--- src/rtl/fp_wb_pkg.sv ---
// rtl/fp_wb_pkg.sv - shared widths and entry layout for the FP add/sub writeback stage
package fp_wb_pkg;

    localparam int FP_DATA_WIDTH = 64;
    localparam int FP_TAG_WIDTH  = 5;

    // Entry layout, MSB to LSB: {OF, UF, tag, result}
    localparam int ENT_RES_LSB    = 0;
    localparam int ENT_TAG_LSB    = FP_DATA_WIDTH;
    localparam int ENT_UF_BIT     = FP_DATA_WIDTH + FP_TAG_WIDTH;
    localparam int ENT_OF_BIT     = FP_DATA_WIDTH + FP_TAG_WIDTH + 1;
    localparam int FP_ENTRY_WIDTH = FP_DATA_WIDTH + FP_TAG_WIDTH + 2;

    function automatic int entry_width(input int dw, input int tw);
        return dw + tw + 2;
    endfunction

endpackage

--- src/rtl/fp_wb_fifo.sv ---
// rtl/fp_wb_fifo.sv - synchronous FIFO buffering writeback entries
module fp_wb_fifo
    import fp_wb_pkg::*;
#(
    parameter int WIDTH = FP_ENTRY_WIDTH,
    parameter int DEPTH = 2
)
(
    input  logic             clk_i,
    input  logic             rst_i,
    input  logic             push_i,
    input  logic             pop_i,
    input  logic [WIDTH-1:0] wdata_i,
    output logic [WIDTH-1:0] rdata_o,
    output logic             full_o,
    output logic             empty_o
);

    localparam int AW = $clog2(DEPTH);
    localparam int CW = AW + 1;

    logic [WIDTH-1:0] mem_q [DEPTH];
    logic [AW-1:0]    wr_ptr_q, wr_ptr_d;
    logic [AW-1:0]    rd_ptr_q, rd_ptr_d;
    logic [CW-1:0]    count_q, count_d;

    assign full_o  = (count_q == CW'(DEPTH));
    assign empty_o = (count_q == '0);
    assign rdata_o = mem_q[rd_ptr_q];

    // DEPTH is a power of two, so pointers wrap naturally
    always_comb begin
        wr_ptr_d = wr_ptr_q;
        rd_ptr_d = rd_ptr_q;
        count_d  = count_q;
        if (push_i) wr_ptr_d = wr_ptr_q + 1'b1;
        if (pop_i)  rd_ptr_d = rd_ptr_q + 1'b1;
        if (push_i && !pop_i)      count_d = count_q + 1'b1;
        else if (!push_i && pop_i) count_d = count_q - 1'b1;
    end

    always_ff @(posedge clk_i) begin
        if (rst_i) begin
            wr_ptr_q <= '0;
            rd_ptr_q <= '0;
            count_q  <= '0;
        end else begin
            wr_ptr_q <= wr_ptr_d;
            rd_ptr_q <= rd_ptr_d;
            count_q  <= count_d;
        end
    end

    always_ff @(posedge clk_i) begin
        if (push_i) mem_q[wr_ptr_q] <= wdata_i;
    end

endmodule

--- src/rtl/fp_addsub_wb.sv ---
// rtl/fp_addsub_wb.sv - FP add/sub writeback: buffered register-file writes, sticky flags, commit count, irq
module fp_addsub_wb
    import fp_wb_pkg::*;
#(
    parameter int DATA_WIDTH = FP_DATA_WIDTH,
    parameter int TAG_WIDTH  = FP_TAG_WIDTH,
    parameter int DEPTH      = 2,
    parameter int CNT_WIDTH  = 16
)
(
    input  logic                  in_clk,
    input  logic                  in_rst,
    input  logic                  in_valid,
    output logic                  out_ready,
    input  logic [DATA_WIDTH-1:0] in_result,
    input  logic                  in_flag_OF,
    input  logic                  in_flag_UF,
    input  logic [TAG_WIDTH-1:0]  in_rd,
    output logic                  out_wr_en,
    input  logic                  in_wr_ready,
    output logic [TAG_WIDTH-1:0]  out_wr_addr,
    output logic [DATA_WIDTH-1:0] out_wr_data,
    input  logic                  in_flag_clr,
    input  logic                  in_irq_en,
    output logic                  out_sticky_OF,
    output logic                  out_sticky_UF,
    output logic                  out_irq,
    output logic [CNT_WIDTH-1:0]  out_commit_cnt
);

    localparam int EW = entry_width(DATA_WIDTH, TAG_WIDTH);

    logic          full, empty, push, pop;
    logic [EW-1:0] wdata, head;
    logic          head_of, head_uf;

    logic                 sticky_of_q, sticky_of_d;
    logic                 sticky_uf_q, sticky_uf_d;
    logic                 irq_q, irq_d;
    logic [CNT_WIDTH-1:0] cnt_q, cnt_d;

    // No bypass: readiness is purely a function of occupancy
    assign out_ready = ~full;
    assign out_wr_en = ~empty;
    assign push      = in_valid & out_ready;
    assign pop       = out_wr_en & in_wr_ready;

    assign wdata       = {in_flag_OF, in_flag_UF, in_rd, in_result};
    assign out_wr_data = head[DATA_WIDTH-1:0];
    assign out_wr_addr = head[DATA_WIDTH +: TAG_WIDTH];
    assign head_uf     = head[EW-2];
    assign head_of     = head[EW-1];

    fp_wb_fifo #(
        .WIDTH (EW),
        .DEPTH (DEPTH)
    ) u_fifo (
        .clk_i   (in_clk),
        .rst_i   (in_rst),
        .push_i  (push),
        .pop_i   (pop),
        .wdata_i (wdata),
        .rdata_o (head),
        .full_o  (full),
        .empty_o (empty)
    );

    // Clear is applied before the committing flags are merged so a new event survives
    always_comb begin
        sticky_of_d = in_flag_clr ? 1'b0 : sticky_of_q;
        sticky_uf_d = in_flag_clr ? 1'b0 : sticky_uf_q;
        cnt_d       = cnt_q;
        irq_d       = pop & head_of & in_irq_en;
        if (pop) begin
            sticky_of_d = sticky_of_d | head_of;
            sticky_uf_d = sticky_uf_d | head_uf;
            cnt_d       = cnt_q + 1'b1;
        end
    end

    always_ff @(posedge in_clk) begin
        if (in_rst) begin
            sticky_of_q <= 1'b0;
            sticky_uf_q <= 1'b0;
            irq_q       <= 1'b0;
            cnt_q       <= '0;
        end else begin
            sticky_of_q <= sticky_of_d;
            sticky_uf_q <= sticky_uf_d;
            irq_q       <= irq_d;
            cnt_q       <= cnt_d;
        end
    end

    assign out_sticky_OF  = sticky_of_q;
    assign out_sticky_UF  = sticky_uf_q;
    assign out_irq        = irq_q;
    assign out_commit_cnt = cnt_q;

endmodule

--- config.mk ---
export PLATFORM = sky130hd
export DESIGN_NAME = fp_addsub_wb
export DESIGN_NICKNAME = d
export VERILOG_FILES = /design/src/rtl/fp_wb_pkg.sv /design/src/rtl/fp_wb_fifo.sv /design/src/rtl/fp_addsub_wb.sv
export SDC_FILE = /design/constraint.sdc
export NUM_CORES = 1
export LEC_CHECK = 0
export CAP_MARGIN = 10
export CELL_PAD_IN_SITES_DETAIL_PLACEMENT = 0
export CELL_PAD_IN_SITES_GLOBAL_PLACEMENT = 2
export CORE_UTILIZATION = 34
export DETAILED_ROUTE_END_ITERATION = 6
export PLACE_DENSITY_LB_ADDON = 0.1
export SLEW_MARGIN = 20
export SYNTH_ARGS = -nofsm -noshare
export SYNTH_HDL_FRONTEND = slang
export SYNTH_SLANG_ARGS = --single-unit
--- constraint.sdc ---
create_clock -name in_clk -period 6 [get_ports in_clk]
set_input_delay 1.2 -clock in_clk [delete_from_list [all_inputs] [get_ports in_clk]]
set_output_delay 1.2 -clock in_clk [all_outputs]
set_load 0.005 [all_outputs]
==> impl_metrics.csv, run 1 <==
group,metric,value,unit
status,outcome,"finished clean",
clock_network,clk_root_buffer_cell,"clkbuf_16",
layout,filler_cells,1495,
power,peakVddDrop,0.198,mV
timing,finalSetupTns,0,ns
place,hpwlAfterDp,7.49,mm
yosys,postSynthRegisterBits,166,
drt,drt_pass1_iterations,4,
power,total_power,3430,uW
power,p_leak,0.00291,uW
die,chipWidth,137,um
place,detailedPlace.worstSlack,2.48,ns
yosys,yosys.area.top_type,"edfxtp_1",
yosys,yosys.cell_count.top_type,"edfxtp_1",
timing,achievable-frequency,0.278,GHz
layout,final-instance-count-excl-fill,752,
timing,worst_pin_slew,1.03,ns
clock_network,clock_sink_count,166,
clock_network,cts_max_level,4,
clock_network,post_cts_hold_buffer_count,0,
critical_path,worstPathMaxFanout,71,
yosys,synthesis.nets,418,
timing,setup_violations,0,
clock_network,post_cts.repair.setup_buffers,0,
place,placed_cells_incl_taps,720,
die,floorplan.io_pins,167,
drt,wire_per_inst,16.1,um
place,placement.io_buffers,166,
layout,area_growth_syn_to_layout,40.7,%
drt,first_iter_violations,160,
die,area_enclosed_by_the_die_boundary,18700,um^2
clock_network,clk_pin_slew_worst_paths,0.06,ns
drt,wirelength,12.1,mm
critical_path,worstSetupStartpointType,"register",
global_route,grt_overflow,0,
yosys,ys_warn_count,0,
run,maxCapViolCount,0,
clock_network,clk_latency,0.41,ns
yosys,yosys_most_used_dff,"edfxtp_1",
yosys,ys_top_cells_by_count,"edfxtp_1 (142), mux2_2 (70), dfxtp_1 (24)",
die,fp-row-count,48,
yosys,ys_seq_area_share,76.9,%
power,power.density_cell_area,395,nW/um^2
hold_path,hold_path_class,"reg2reg",
die,fp.coreArea,17500,um^2
timing,timing.final.hold_violations,0,
timing,min_period_over_period,59.9,%
critical_path,worst_setup_path_end_kind,"output port",
timing,max-slew-margin-rel,31.3,%
layout,final_util,49.5,%
drt,post_drt_via_cell_ratio,4.56,
drt,route.detailed.drc,0,
yosys,netlist_area,6170,um^2
timing,slew_violations,0,
clock_network,postCtsResizedCells,0,
timing,rsz_0062_raised_after_global_routing,"no",
clock_network,clockBufferDepth,2,
global_route,pin_count_of_the_biggest_net_entering_global_routing,72,
yosys,synth-edff-count,142,
critical_path,timing.critical_path.arrival,2.39,ns
global_route,grt_pass1_wl,18.3,mm
layout,diodes,0,
yosys,netlist_top_cells_area,"edfxtp_1 (69%), mux2_2 (13%), dfxtp_1 (7.8%), xnor2_1 (1.3%), nor2_1 (1.2%)",
global_route,antenna_violations_before_repair,0,
timing,worst_slack,2.41,ns
yosys,post_synth_num_cell_types,33,
yosys,netlist_instances,339,
die,initial_utilization,35.2,%
timing,timing.clock.skew,0.00639,ns
place,gp_congestion,0.690,
drt,antenna_violating_nets_post_route,0,
clock_network,cts-buffers-inserted,17,
yosys,yosys.area.top_type_share,69.1,%
drt,route.vias.total,3429,
yosys,synth.avg_cell_area,18.2,um^2
timing,min_tclk_post_route,3.59,ns
clock_network,cts_tree,"built",
yosys,synth-async-reset-ratio,0,%
global_route,grt.total_usage,13.5,%
layout,finalNetCount,593,
critical_path,path_class,"reg2out",
critical_path,required,4.80,ns
layout,drive_gt1_share,20.9,%
die,chipHeight,137,um
global_route,grt_pass1_vias,3510,
worst max-delay path: stages, from the launching register on:
cell,delay (ns)
dfxtp_4,0.98
mux2_2,0.42
clkdlybuf4s50_1,0.50
stage by stage:
stage | hold WS, ns | area (um^2)
4_1_cts | 0.490 | 8690
6_report | 0.489 | 8690
5_1_grt | 0.506 | 8690
3_3_place_gp | 0.460 | 8100
3_5_place_dp | 0.476 | 8100
2_1_floorplan | 0.454 | 6170
logic make-up after synthesis:
family | count (synthesis) | synth area share, %
multiplexers | 71 | 12.9
flip-flops | 166 | 76.9
adder cells (fa/ha/maj) | 2 | 0.405
buffers and inverters | 18 | 1.14
AND/OR/NAND/NOR | 51 | 4.50
AO/OA/AOI/OAI | 15 | 1.91
XOR/XNOR | 16 | 2.27
path summary, 6_finish.rpt:
kind,endpoint,from,depth (start not counted),slack (ns)
min reg2reg,out_sticky_OF$_SDFF_PP0_,out_sticky_OF$_SDFF_PP0_,2,0.49
min,out_sticky_OF$_SDFF_PP0_,out_sticky_OF$_SDFF_PP0_,2,0.49
max,out_wr_data[5],register,2,2.41
max reg2reg,u_fifo.mem_q[0][46]$_DFFE_PP_,u_fifo.count_q[0]$_SDFFE_PP0P_,4,3.47
layer usage:
metal / track usage, % / part of all wire (%) / vias to the layer above
li1: - / - / 1643
met1: 16.2 / 43 / 1674
met2: 21.9 / 49 / 101
met3: 4.81 / 6.7 / 11
met4: 5.56 / 1.3 / 0
met5: 0 / 0 / -
layout by cell type, fill, tap and decap left out, types with 3 or more instances in the layout:
| cell type | Yosys | final |
|---|---|---|
| nor2_1 | 19 | 18 |
| nand4_1 | 4 | 4 |
| mux2_2 | 70 | 70 |
| clkbuf_16 | 0 | 17 |
| bufinv_16 | 0 | 3 |
| nor4_1 | 3 | 3 |
| nor3_1 | 3 | 3 |
| clkinv_4 | 0 | 6 |
| dfxtp_1 | 24 | 23 |
| a21oi_1 | 7 | 7 |
| xor2_1 | 7 | 7 |
| clkbuf_1 | 9 | 3 |
| clkdlybuf4s50_1 | 0 | 166 |
| xnor2_1 | 9 | 9 |
| nand2_1 | 10 | 10 |
| inv_1 | 7 | 7 |
| edfxtp_1 | 142 | 142 |
area by class of cell:
class | instances | area, um^2 | area share [%]
clock inverters | 12 | 155 | 1.79
well taps | 225 | 282 | 3.24
repair buffers | 167 | 1670 | 19.2
inverters | 7 | 26.3 | 0.302
flip-flops and latches | 166 | 4750 | 54.7
clock buffers | 20 | 437 | 5.03
multi-input cells | 155 | 1370 | 15.8
sequential cells by signal, indices dropped and copies added, names as in the netlist, named ones only:
name	flops
u_fifo.mem_q	142
out_irq	1
u_fifo.wr_ptr_q	1
out_commit_cnt	16
out_sticky_OF	1
u_fifo.count_q	2
u_fifo.rd_ptr_q	1
out_sticky_UF	1
power by group:
part | internal [uW] | switching (uW)
combinational | 508 | 272
clock | 655 | 425
sequential | 1450 | 120
(Power assumes the default switching activity.)
==> run 2: changes to the inputs <==
--- a/config.mk
+++ b/config.mk
@@ -8,7 +8,7 @@
 export CAP_MARGIN = 10
 export CELL_PAD_IN_SITES_DETAIL_PLACEMENT = 0
 export CELL_PAD_IN_SITES_GLOBAL_PLACEMENT = 2
-export CORE_UTILIZATION = 34
+export CORE_UTILIZATION = 31
 export DETAILED_ROUTE_END_ITERATION = 6
 export PLACE_DENSITY_LB_ADDON = 0.1
 export SLEW_MARGIN = 20
==> constraint.sdc (replaced) <==
create_clock -name in_clk -period 3.25 [get_ports in_clk]
set_input_delay 0.65 -clock in_clk [delete_from_list [all_inputs] [get_ports in_clk]]
set_output_delay 0.65 -clock in_clk [all_outputs]
set_load 0.005 [all_outputs]
==> run 2 against run 1 <==
  * Critical path depth up 1
  * Combinational power up 100%
  * First-iteration DRC count down 18%
  * Sequential power up 80%
  * Critical endpoint is now out_wr_data[47]
  * Register-to-register slack worse by 2.3 ns
==> impl_metrics.csv, run 2 (synthesized netlist as in run 1, its figures left out) <==
group,metric,value,unit
clock_network,post_cts.repair.setup_buffers,0,
global_route,pin_count_of_the_biggest_net_entering_global_routing,72,
clock_network,cts_tree,"built",
power,p_leak,0.00293,uW
layout,diodes,0,
die,chipHeight,143,um
critical_path,path_class,"reg2out",
timing,finalSetupTns,0,ns
timing,achievable-frequency,0.352,GHz
die,fp-row-count,51,
critical_path,worst_setup_path_end_kind,"output port",
timing,slew_violations,0,
timing,timing.clock.skew,0.00892,ns
layout,layout.cells.most_common,"clkdlybuf4s50_1",
critical_path,required,2.60,ns
clock_network,postCtsResizedCells,0,
drt,drt_pass1_iterations,4,
global_route,grt_pass1_vias,3484,
hold_path,hold_path_depth,2,
global_route,antenna_violations_before_repair,0,
place,postPlaceCellArea,8210,um^2
place,gp_congestion,0.699,
die,chipWidth,143,um
clock_network,cts_max_level,4,
critical_path,timing.critical_path.arrival,2.19,ns
layout,commonest_non_fill_non_tap_cells_in_the_layout,"clkdlybuf4s50_1 (166), edfxtp_1 (142), mux2_2 (70)",
layout,stdcell_area,8770,um^2
layout,largest_register_ff_count,142,
timing,timing.final.hold_violations,0,
run,maxCapViolCount,0,
drt,route.vias.total,3481,
timing,max-slew-margin-rel,39.2,%
clock_network,clk_root_buffer_cell,"clkbuf_16",
clock_network,post_cts_hold_buffer_count,0,
clock_network,clk_latency,0.42,ns
global_route,grt_overflow,0,
global_route,most_crowded_layer_gr,"met2",
critical_path,ff2ff_path_depth,6,
global_route,gr-usage-met1,15.8,%
place,hpwlAfterDp,8.07,mm
place,placement.io_buffers,166,
layout,area_growth_syn_to_layout,42.1,%
drt,wirelength,12.7,mm
drt,wire_per_inst,16.0,um
global_route,met2_global_route_usage,19.4,%
die,fp.coreArea,19500,um^2
layout,drive_gt1_share,21.6,%
drt,antenna_violating_nets_post_route,0,
timing,rsz_0062_raised_after_global_routing,"no",
global_route,grt_pass1_wl,18.7,mm
layout,finalNetCount,598,
layout,register_containing_the_most_flip_flops_in_the_final_layout,"u_fifo.mem_q",
layout,final_util,45.1,%
timing,min_tclk_post_route,2.84,ns
die,floorplan.io_pins,167,
power,total_power,6320,uW
global_route,grtUsageMet3,4.06,%
timing,worst_pin_slew,0.909,ns
die,initial_utilization,31.7,%
clock_network,clockBufferDepth,2,
drt,route.detailed.drc,0,
drt,first_iter_violations,131,
clock_network,cts-buffers-inserted,17,
timing,setup_violations,0,
clock_network,clk_pin_slew_worst_paths,0.06,ns
critical_path,worstSetupStartpointType,"register",
clock_network,clock_sink_count,166,
status,outcome,"finished clean",
hold_path,hold_path_class,"reg2reg",
critical_path,worstPathMaxFanout,31,
die,area_enclosed_by_the_die_boundary,20500,um^2
drt,post_drt_via_cell_ratio,4.37,
global_route,grt.total_usage,12.5,%
timing,min_period_over_period,87.3,%
power,power.density_cell_area,721,nW/um^2
power,peakVddDrop,0.371,mV
==> run 2: worst paths after layout <==
kind	from	end	slack [ns]
max	register	out_wr_data[47]	0.41
min	out_sticky_OF$_SDFF_PP0_	out_sticky_OF$_SDFF_PP0_	0.47
max reg2reg	u_fifo.count_q[1]$_SDFFE_PP0P_	u_fifo.count_q[1]$_SDFFE_PP0P_	1.18
min reg2reg	out_sticky_OF$_SDFF_PP0_	out_sticky_OF$_SDFF_PP0_	0.47
==> run 2: cell type report <==
cell class | instances | area, um^2
clock buffers | 20 | 437
clock inverters | 12 | 129
fillers | 1770 | 10700
inverters | 7 | 26.3
multi-input cells | 155 | 1370
flip-flops and latches | 166 | 4750
well taps | 265 | 332
repair buffers | 172 | 1730
==> run 2: routing by layer <==
metal	routed length [um]	part of all wire, %	vias up
met5	0	0	-
li1	-	-	1648
met1	5610	44	1708
met3	880	6.9	16
met4	216	1.7	0
met2	6040	47	109
==> run 2: critical path, cell delays in order (launching register included) <==
cell and delay (ns):
dfxtp_4 0.62, buf_4 0.31, mux2_2 0.35, clkdlybuf4s50_1 0.46
==> run 2: power by group <==
part	switching [uW]	leakage, uW	internal [uW]	total (uW)
clock	798	0.000274	1130	1930
sequential	149	0.00152	2670	2820
combinational	601	0.00113	973	1570
==> run 2: through the flow <==
stage	setup slack, ns	hold slack (ns)	cells
after detailed placement	0.587	0.466	765
final	0.412	0.470	797
after global placement	0.611	0.458	765
after floorplan	0.235	0.454	339
after CTS	0.343	0.477	797
after global routing	0.301	0.503	797
==> run 3: changes to the inputs <==
--- a/config.mk
+++ b/config.mk
@@ -10,7 +10,7 @@
 export CELL_PAD_IN_SITES_GLOBAL_PLACEMENT = 2
 export CORE_UTILIZATION = 31
 export DETAILED_ROUTE_END_ITERATION = 6
-export PLACE_DENSITY_LB_ADDON = 0.1
+export PLACE_DENSITY = 0.76
 export SLEW_MARGIN = 20
 export SYNTH_ARGS = -nofsm -noshare
 export SYNTH_HDL_FRONTEND = slang
==> run 3 against run 2 <==
  * Non-clock buffer count fell by 2
  * Count of clock-buffer cells in the layout is 3 lower
  * Clock power rose by 7%
  * Largest cell class unchanged
  * Final area is 0.40% higher
  * Critical path depth unchanged
  * Global-route usage up 0.28 points
==> impl_metrics.csv, run 3 (synthesized netlist as in run 1, its figures left out) <==
group,metric,value,unit
drt,route.detailed.drc,0,
critical_path,required,2.60,ns
clock_network,clk_pin_slew_worst_paths,0.06,ns
layout,finalNetCount,596,
status,outcome,"finished clean",
run,maxCapViolCount,0,
layout,area_growth_syn_to_layout,42.7,%
clock_network,clockBufferDepth,2,
timing,worst_slack,0.378,ns
layout,drive_gt1_share,22.1,%
clock_network,clk_root_buffer_cell,"clkbuf_16",
power,cellInternalPower,4860,uW
die,initial_utilization,31.7,%
place,gp_congestion,0.731,
place,postPlaceCellArea,8190,um^2
timing,timing.final.hold_violations,0,
power,power.share.switching,24.6,%
global_route,pin_count_of_the_biggest_net_entering_global_routing,46,
power,seq_power_share,43.6,%
critical_path,critical-path-slowest-cell,"dfxtp_4",
hold_path,hold_path_depth,2,
power,total_switching_power,1590,uW
critical_path,worst_r2r_startpoint,"u_fifo.count_q[1]$_SDFFE_PP0P_",
die,floorplan.io_pins,167,
clock_network,post_cts_hold_buffer_count,0,
critical_path,ff2ff_setup_slack,1.14,ns
layout,stdcell_area,8810,um^2
clock_network,cts_tree,"built",
clock_network,clock_sink_count,166,
layout,largest_register_ff_count,142,
critical_path,worst_setup_path_end_kind,"output port",
critical_path,worstSetupStartpointType,"register",
critical_path,worst-path-buf-inv,2,
clock_network,cts_max_level,4,
hold_path,min_delay_worst_endpoint,"out_sticky_OF$_SDFF_PP0_",
global_route,grt.total_usage,12.8,%
layout,layout.cells.most_common,"clkdlybuf4s50_1",
global_route,grt_pass1_wl,19.2,mm
clock_network,clk_latency,0.42,ns
timing,setup_violations,0,
hold_path,hold_path.startpoint,"out_sticky_OF$_SDFF_PP0_",
timing,fin_worst_hold_slack,0.477,ns
die,chipWidth,143,um
clock_network,cts-buffers-inserted,17,
layout,commonest_non_fill_non_tap_cells_in_the_layout,"clkdlybuf4s50_1 (166), edfxtp_1 (142), mux2_2 (70)",
die,fp-row-count,51,
place,hpwlAfterDp,8.43,mm
global_route,antenna_violations_before_repair,0,
die,chipHeight,143,um
timing,worst_pin_slew,0.964,ns
timing,slew_violations,0,
drt,post_drt_via_cell_ratio,4.38,
clock_network,post_cts.repair.setup_buffers,0,
layout,filler_cells,1713,
clock_network,postCtsResizedCells,0,
layout,final_util,45.3,%
drt,wire_per_inst,16.2,um
critical_path,path_delay_family,"buffers and inverters",
critical_path,r2r-end,"u_fifo.count_q[1]$_SDFFE_PP0P_",
drt,drt_pass1_iterations,4,
drt,first_iter_violations,113,
global_route,grt_pass1_vias,3667,
critical_path,worstPathMaxFanout,45,
critical_path,ff2ff_path_depth,6,
critical_path,cpPeakStageDelay,0.60,ns
timing,min_period_over_period,88.4,%
drt,route.vias.total,3480,
global_route,grt_overflow,0,
power,p_leak,0.00294,uW
hold_path,hold_path_class,"reg2reg",
timing,max-slew-margin-rel,35.5,%
timing,timing.clock.skew,0.00653,ns
timing,finalSetupTns,0,ns
drt,antenna_violating_nets_post_route,0,
critical_path,cp_cell_sequence,"buf_12, mux2_2, clkdlybuf4s50_1",
layout,register_containing_the_most_flip_flops_in_the_final_layout,"u_fifo.mem_q",
drt,wirelength,12.9,mm
power,pwr-share-clk,32.1,%
critical_path,path_class,"reg2out",
place,detailedPlace.worstSlack,0.565,ns
timing,min_tclk_post_route,2.87,ns
critical_path,timing.critical_path.arrival,2.22,ns
power,peakVddDrop,0.342,mV
die,fp.coreArea,19500,um^2
die,area_enclosed_by_the_die_boundary,20500,um^2
layout,diodes,0,
power,power.density_cell_area,732,nW/um^2
timing,achievable-frequency,0.348,GHz
place,placement.io_buffers,166,
timing,rsz_0062_raised_after_global_routing,"no",
power,share_comb_of_total_power,24.2,%
-- run 3: cell count changes in the layout (fill, tap and decap cells not counted), sizes merged --
| cell | delta |
|---|---|
| buf | -2 |
| bufinv | +1 |
| clkbuf | -3 |
| clkinv | -3 |
| clkinvlp | +1 |
| inv | +4 |
-- run 3: power groups by stage --
stage / sequential, uW / combinational [uW] / clock (uW)
after detailed placement: 2870 / 1590 / 0
after CTS: 2820 / 1610 / 2140
after global placement: 2850 / 1590 / 0
after floorplan: 2790 / 745 / 0
final: 2810 / 1560 / 2070
after global routing: 2850 / 1690 / 2220
-- run 3: worst max-delay path by stage --
stage	slack (ns)	cells past startpoint	end	start
5_1_grt	0.26	3	out_wr_data[52]	register
6_report	0.38	3	out_wr_data[52]	register
3_3_place_gp	0.60	6	u_fifo.count_q[1]$_SDFFE_PP0P_	in_wr_ready
3_5_place_dp	0.57	6	u_fifo.count_q[1]$_SDFFE_PP0P_	in_wr_ready
2_1_floorplan	0.23	4	u_fifo.mem_q[0][0]$_DFFE_PP_	u_fifo.count_q[0]$_SDFFE_PP0P_
4_1_cts	0.30	3	out_wr_data[52]	register
-- run 3: worst register-to-register path, stage by stage (launching register included) --
cell and delay [ns]:
dfxtp_1 0.53, or2b_1 0.31, nand2_1 0.17, inv_1 0.07
ha_1 0.33, or3_2 0.46, a21oi_1 0.15
-- run 3: stage by stage --
stage,total power [uW],std cells
after floorplan,3530,339
after global placement,4440,763
after detailed placement,4460,763
after CTS,6570,795
after global routing,6760,795
final,6450,795
-- run 3: layout make-up --
cell class / count / area, um^2 / share of cell area [%]
Clock buffer: 17 / 425 / 4.83
Clock inverter: 15 / 190 / 2.16
Inverter: 7 / 26.3 / 0.298
Multi-Input combinational cell: 155 / 1370 / 15.6
Sequential cell: 166 / 4750 / 53.9
Tap cell: 265 / 332 / 3.76
Timing Repair Buffer: 170 / 1720 / 19.5
-- run 3: routing by layer --
layer / track usage, % / vias up / wire length (um)
met3: 4.80 / 19 / 879
met2: 22.0 / 104 / 6530
met5: 0 / - / 0
met1: 14.4 / 1697 / 5310
li1: - / 1660 / -
met4: 4.81 / 0 / 179
==> RTL change 1 (flow settings as in run 1) <==
Remove the register `irq_q`: a continuous assignment takes its place, so the output `out_irq` follows one clock earlier.
--- a/src/rtl/fp_addsub_wb.sv
+++ b/src/rtl/fp_addsub_wb.sv
@@ -84,3 +84,2 @@
             sticky_uf_q <= 1'b0;
-            irq_q       <= 1'b0;
             cnt_q       <= '0;
@@ -89,3 +88,2 @@
             sticky_uf_q <= sticky_uf_d;
-            irq_q       <= irq_d;
             cnt_q       <= cnt_d;
@@ -93,2 +91,4 @@
     end
+
+    assign irq_q = irq_d;
 
Formal check against the unedited RTL: not equivalent (a bounded check fails within 4 cycles, from zero or initial values and one cycle with in_rst high).
==> RTL change 1 against run 1 <==
Sequential cell count down 1; largest cell class unchanged; combinational power is 0.6% higher; final area decreased by 1.2%; clock skew is 0.0042 ns higher; synthesized cell count down 0.59%; total power shrank 3.4%; worst setup slack got worse by 0.39 ns; clock power is 10% lower; routed wire length increased by 1.2%; area after synthesis down 0.73%; sequential share of layout area is 0.44 points higher.
==> RTL change 1: results (changes against run 1) <==
Status:
- Run status: complete, no violations (unchanged).

Route:
- The via total after detailed routing is 3428 (was 3429).
- The count of routing violations after the opening detailed-route iteration was 112 (was 160).
- The routed via count divided by cell count was 4.571 (was 4.560).

Logic synthesis:
- Largest cells by area after synthesis: sky130_fd_sc_hd__edfxtp_1, sky130_fd_sc_hd__mux2_2, sky130_fd_sc_hd__dfxtp_1 (unchanged).
- The cell count after synthesis came to 337 (was 339).
- Top cell types by occurrence after synthesis: sky130_fd_sc_hd__edfxtp_1, sky130_fd_sc_hd__mux2_2, sky130_fd_sc_hd__dfxtp_1, sky130_fd_sc_hd__nor2_1, sky130_fd_sc_hd__xor2_1 (was sky130_fd_sc_hd__edfxtp_1, sky130_fd_sc_hd__mux2_2, sky130_fd_sc_hd__dfxtp_1, sky130_fd_sc_hd__nor2_1, sky130_fd_sc_hd__nand2_1).
- The share of the synthesized area in compound gates (AO/OA/AOI/OAI) came to 0.01613 (was 0.01905).
- The mux contribution to synthesized area was 0.1317 (was 0.1293).
- The proportion of synthesized chip area in sequential cells is 0.7709 (was 0.7685).
- The synthesized netlist net count is 416 (was 418).

Global routing:
- The number of global-route vias before repair is 3344 (was 3510).

Final layout:
- The share of post-route cells with drive strength above 1 is 0.2114 (was 0.2087).
- The filler cell count was 1525 (was 1495).
- The layout net count is 591 (was 593).

Setup path:
- The biggest cell delay along the critical path is 0.59 ns (was 0.98 ns).
- The kind of cell adding the most delay to the critical path is buffers and inverters (was flip-flops).
- The cell at the slowest stage of the critical path was sky130_fd_sc_hd__clkdlybuf4s50_1 (was sky130_fd_sc_hd__dfxtp_4).
- The critical path data arrival time is 2.78 ns (was 2.39 ns).

Placed design:
- The instance count after placement with tap cells included is 718 (was 720).
- The post-placement setup slack is 1.998 ns (was 2.482 ns).
- The estimated wirelength of the detail-placed design is 7855 um (was 7485 um).

Timing:
- The worst relative slew slack is 0.2939 (was 0.3134).
- The largest clock skew in the final design came to 0.01059 ns (was 0.006386 ns).

Power and ir drop:
- The peak supply drop came to 0.2475 mV (was 0.1985 mV).

Floorplanning:
- The die area was 0.01857 mm2 (was 0.01870 mm2).
-- RTL change 1: final cells by class --
class                      instances  share of cell area
sequential                       165              0.5510
inverter                           6            0.002624
clock buffer                      18             0.05001
tap                              225             0.03280
clock inverter                    14             0.01196
multi-input combinational        154              0.1563
timing repair buffer             168              0.1954
-- RTL change 1: logic make-up after synthesis --
kind of cell / count (synthesis)
buf+inv: 18
mux: 72
xor+xnor: 16
compound gates: 14
fa+ha+maj: 2
flops: 165
simple gates: 50
-- RTL change 1: where the power goes --
group | total, W | leakage (nW) | internal, W | switching, W
sequential | 0.00156 | 1.51 | 0.00144 | 0.000119
combinational | 0.000785 | 1.10 | 0.000509 | 0.000276
clock | 0.000970 | 0.255 | 0.000532 | 0.000438
-- RTL change 1: worst paths after layout --
kind | startpoint | cells after the start | slack (ns) | end
worst min register to register | out_sticky_UF | 2 | 0.49 | out_sticky_UF
worst max register to register | u_fifo.count_q[0] | 4 | 3.77 | u_fifo.mem_q[0][70]
worst max-delay path | in_wr_ready | 5 | 2.02 | out_irq
worst min-delay path | out_sticky_UF | 2 | 0.49 | out_sticky_UF
-- RTL change 1: through the flow --
stage	utilization	power [W]	hold slack, ns	instance area [um2]
finish	0.4911	0.003313	0.4946	8582
global route	0.4911	0.003472	0.5289	8582
CTS	0.4911	0.003370	0.5069	8582
detailed placement	0.4606	0.002390	0.4792	8050
global placement	0.4606	0.002382	0.4739	8050
floorplan	-	0.001910	0.4725	6128
-- RTL change 1: per-layer routing --
layer  global-route usage  wire length [um]
met1               0.1666              5159
met2               0.2186              6206
met3              0.04847               755
met4              0.05185               107
met5                    0                 0
==> RTL change 2 (settings of run 1) <==
Made on the original files. The package constant `FP_TAG_WIDTH` goes from 5 to 10.
--- a/src/rtl/fp_wb_pkg.sv
+++ b/src/rtl/fp_wb_pkg.sv
@@ -4,3 +4,3 @@
     localparam int FP_DATA_WIDTH = 64;
-    localparam int FP_TAG_WIDTH  = 5;
+    localparam int FP_TAG_WIDTH  = 10;
 
Ports: changed (resized in_rd and out_wr_addr); port bits go from 167 to 177. No check against the original RTL was run, so the function may have changed too.
==> RTL change 2 against run 1 <==
Final area is 6.5% higher; sequential cell count up 10; total power is 5.3% higher; worst hold slack got worse by 0.0051 ns; non-clock buffer count increased by 13; worst setup slack better by 0.069 ns; area after synthesis is 6.3% higher; routed wire length is 12% higher; combinational power increased by 13%; clock skew increased by 0.0042 ns; critical path type unchanged; critical endpoint is now out_wr_data[41]; largest cell class unchanged; highest routed layer is now met5.
==> RTL change 2: results (changes against run 1) <==
Logic synthesis:
- The synthesized netlist net count is 439 (was 418).
- The proportion of synthesized chip area in sequential cells is 0.7690 (was 0.7685).
- The count of distinct cell types in the synthesized netlist is 36 (was 33).
- Top cell types by occurrence after synthesis: sky130_fd_sc_hd__edfxtp_1, sky130_fd_sc_hd__mux2_2, sky130_fd_sc_hd__dfxtp_1, sky130_fd_sc_hd__nor2_1 (was sky130_fd_sc_hd__edfxtp_1, sky130_fd_sc_hd__mux2_2, sky130_fd_sc_hd__dfxtp_1, sky130_fd_sc_hd__nor2_1, sky130_fd_sc_hd__nand2_1).

Placed design:
- The estimated wirelength of the detail-placed design came to 8674 um (was 7485 um).
- The port buffer count is 176 (was 166).
- The instance count after placement with tap cells included was 782 (was 720).

Final layout:
- The clock tree buffer count of the final layout is 24 (was 20).
- The share of final layout cell area taken by non-clock buffers was 0.1972 (was 0.1921).
- The finished layout cell area is 0.009250 mm2 (was 0.008688 mm2).
- The share of cell area taken by flip-flops and latches is 0.5458 (was 0.5465).
- The multi-input logic area is 0.001440 mm2 (was 0.001371 mm2).
- The filler cell count is 1608 (was 1495).
- The flip-flop count of the largest register, all copies and words added is 152 (was 142).
- The end-of-flow core utilization was 0.4912 (was 0.4954).
- The multi-input combinational cell count is 162 (was 155).

Setup path:
- The setup slack of the most critical reg-to-reg path is 3.74 ns (was 3.47 ns).
- The kind of cell adding the most delay to the critical path was buffers and inverters (was flip-flops).
- The biggest cell delay along the critical path came to 0.73 ns (was 0.98 ns).
- The maximum net fanout on the critical path is 41 (was 71).

Route:
- The total routed wirelength came to 13500 um (was 12090 um).
- The count of routing violations after the opening detailed-route iteration is 140 (was 160).
- The highest signal layer in the routed design is met5 (was met4).
- The sum of routed wire segments on met1 is 6186 um (was 5153 um).

Global routing:
- The fraction of met2 tracks used by global routing is 0.2218 (was 0.2186).
- The pin count of the biggest net entering global routing came to 77 (was 72).
- The number of global-route vias before repair is 3726 (was 3510).
- The global-route wire length before repair is 20740 um (was 18340 um).
- The all-layer global routing usage is 0.1408 (was 0.1348).
- The met3 global-route usage came to 0.03906 (was 0.04815).

Power and ir drop:
- The internal power summed over all cells is 0.002749 W (was 0.002611 W).
- The peak supply drop is 0.1981 mV (was 0.1985 mV).
- The reported leakage power is 3.101 nW (was 2.908 nW).
- The share of power burned in combinational logic is 0.245 (was 0.227).
- The share of power burned in the clock network was 0.303 (was 0.315).
- The switching component of the power is 0.0008620 W (was 0.0008173 W).

Timing:
- The slew at the pin closest to its max-slew limit was 1.091 ns (was 1.030 ns).

Status:
- Run status: complete, no violations (unchanged).
RTL change 2: cell types whose count changed after synthesis, sizes merged, moves of 2 or more:
cell           run 1  this run
nor2              19        21
a21oi              7         5
edfxtp           142       152
inv                7         5
clkbuf             9         3
buf                2         9
mux2              70        77
RTL change 2: kinds of logic (layout without fill, tap and decap cells):
group / count (synthesis) / after routing / synth area share
fa+ha+maj: 2 / 2 / 0.003814
buf+inv: 17 / 217 / 0.01335
simple gates: 55 / 55 / 0.04483
compound gates: 11 / 11 / 0.01278
xor+xnor: 16 / 16 / 0.02136
flops: 176 / 176 / 0.7690
mux: 78 / 78 / 0.1348
RTL change 2: stage by stage:
step	setup WS, ns	hold slack, ns
5_1_grt	2.353	0.5186
2_1_floorplan	1.031	0.4597
4_1_cts	2.311	0.4917
6_report	2.477	0.4835
3_5_place_dp	2.747	0.4782
3_3_place_gp	2.760	0.4535
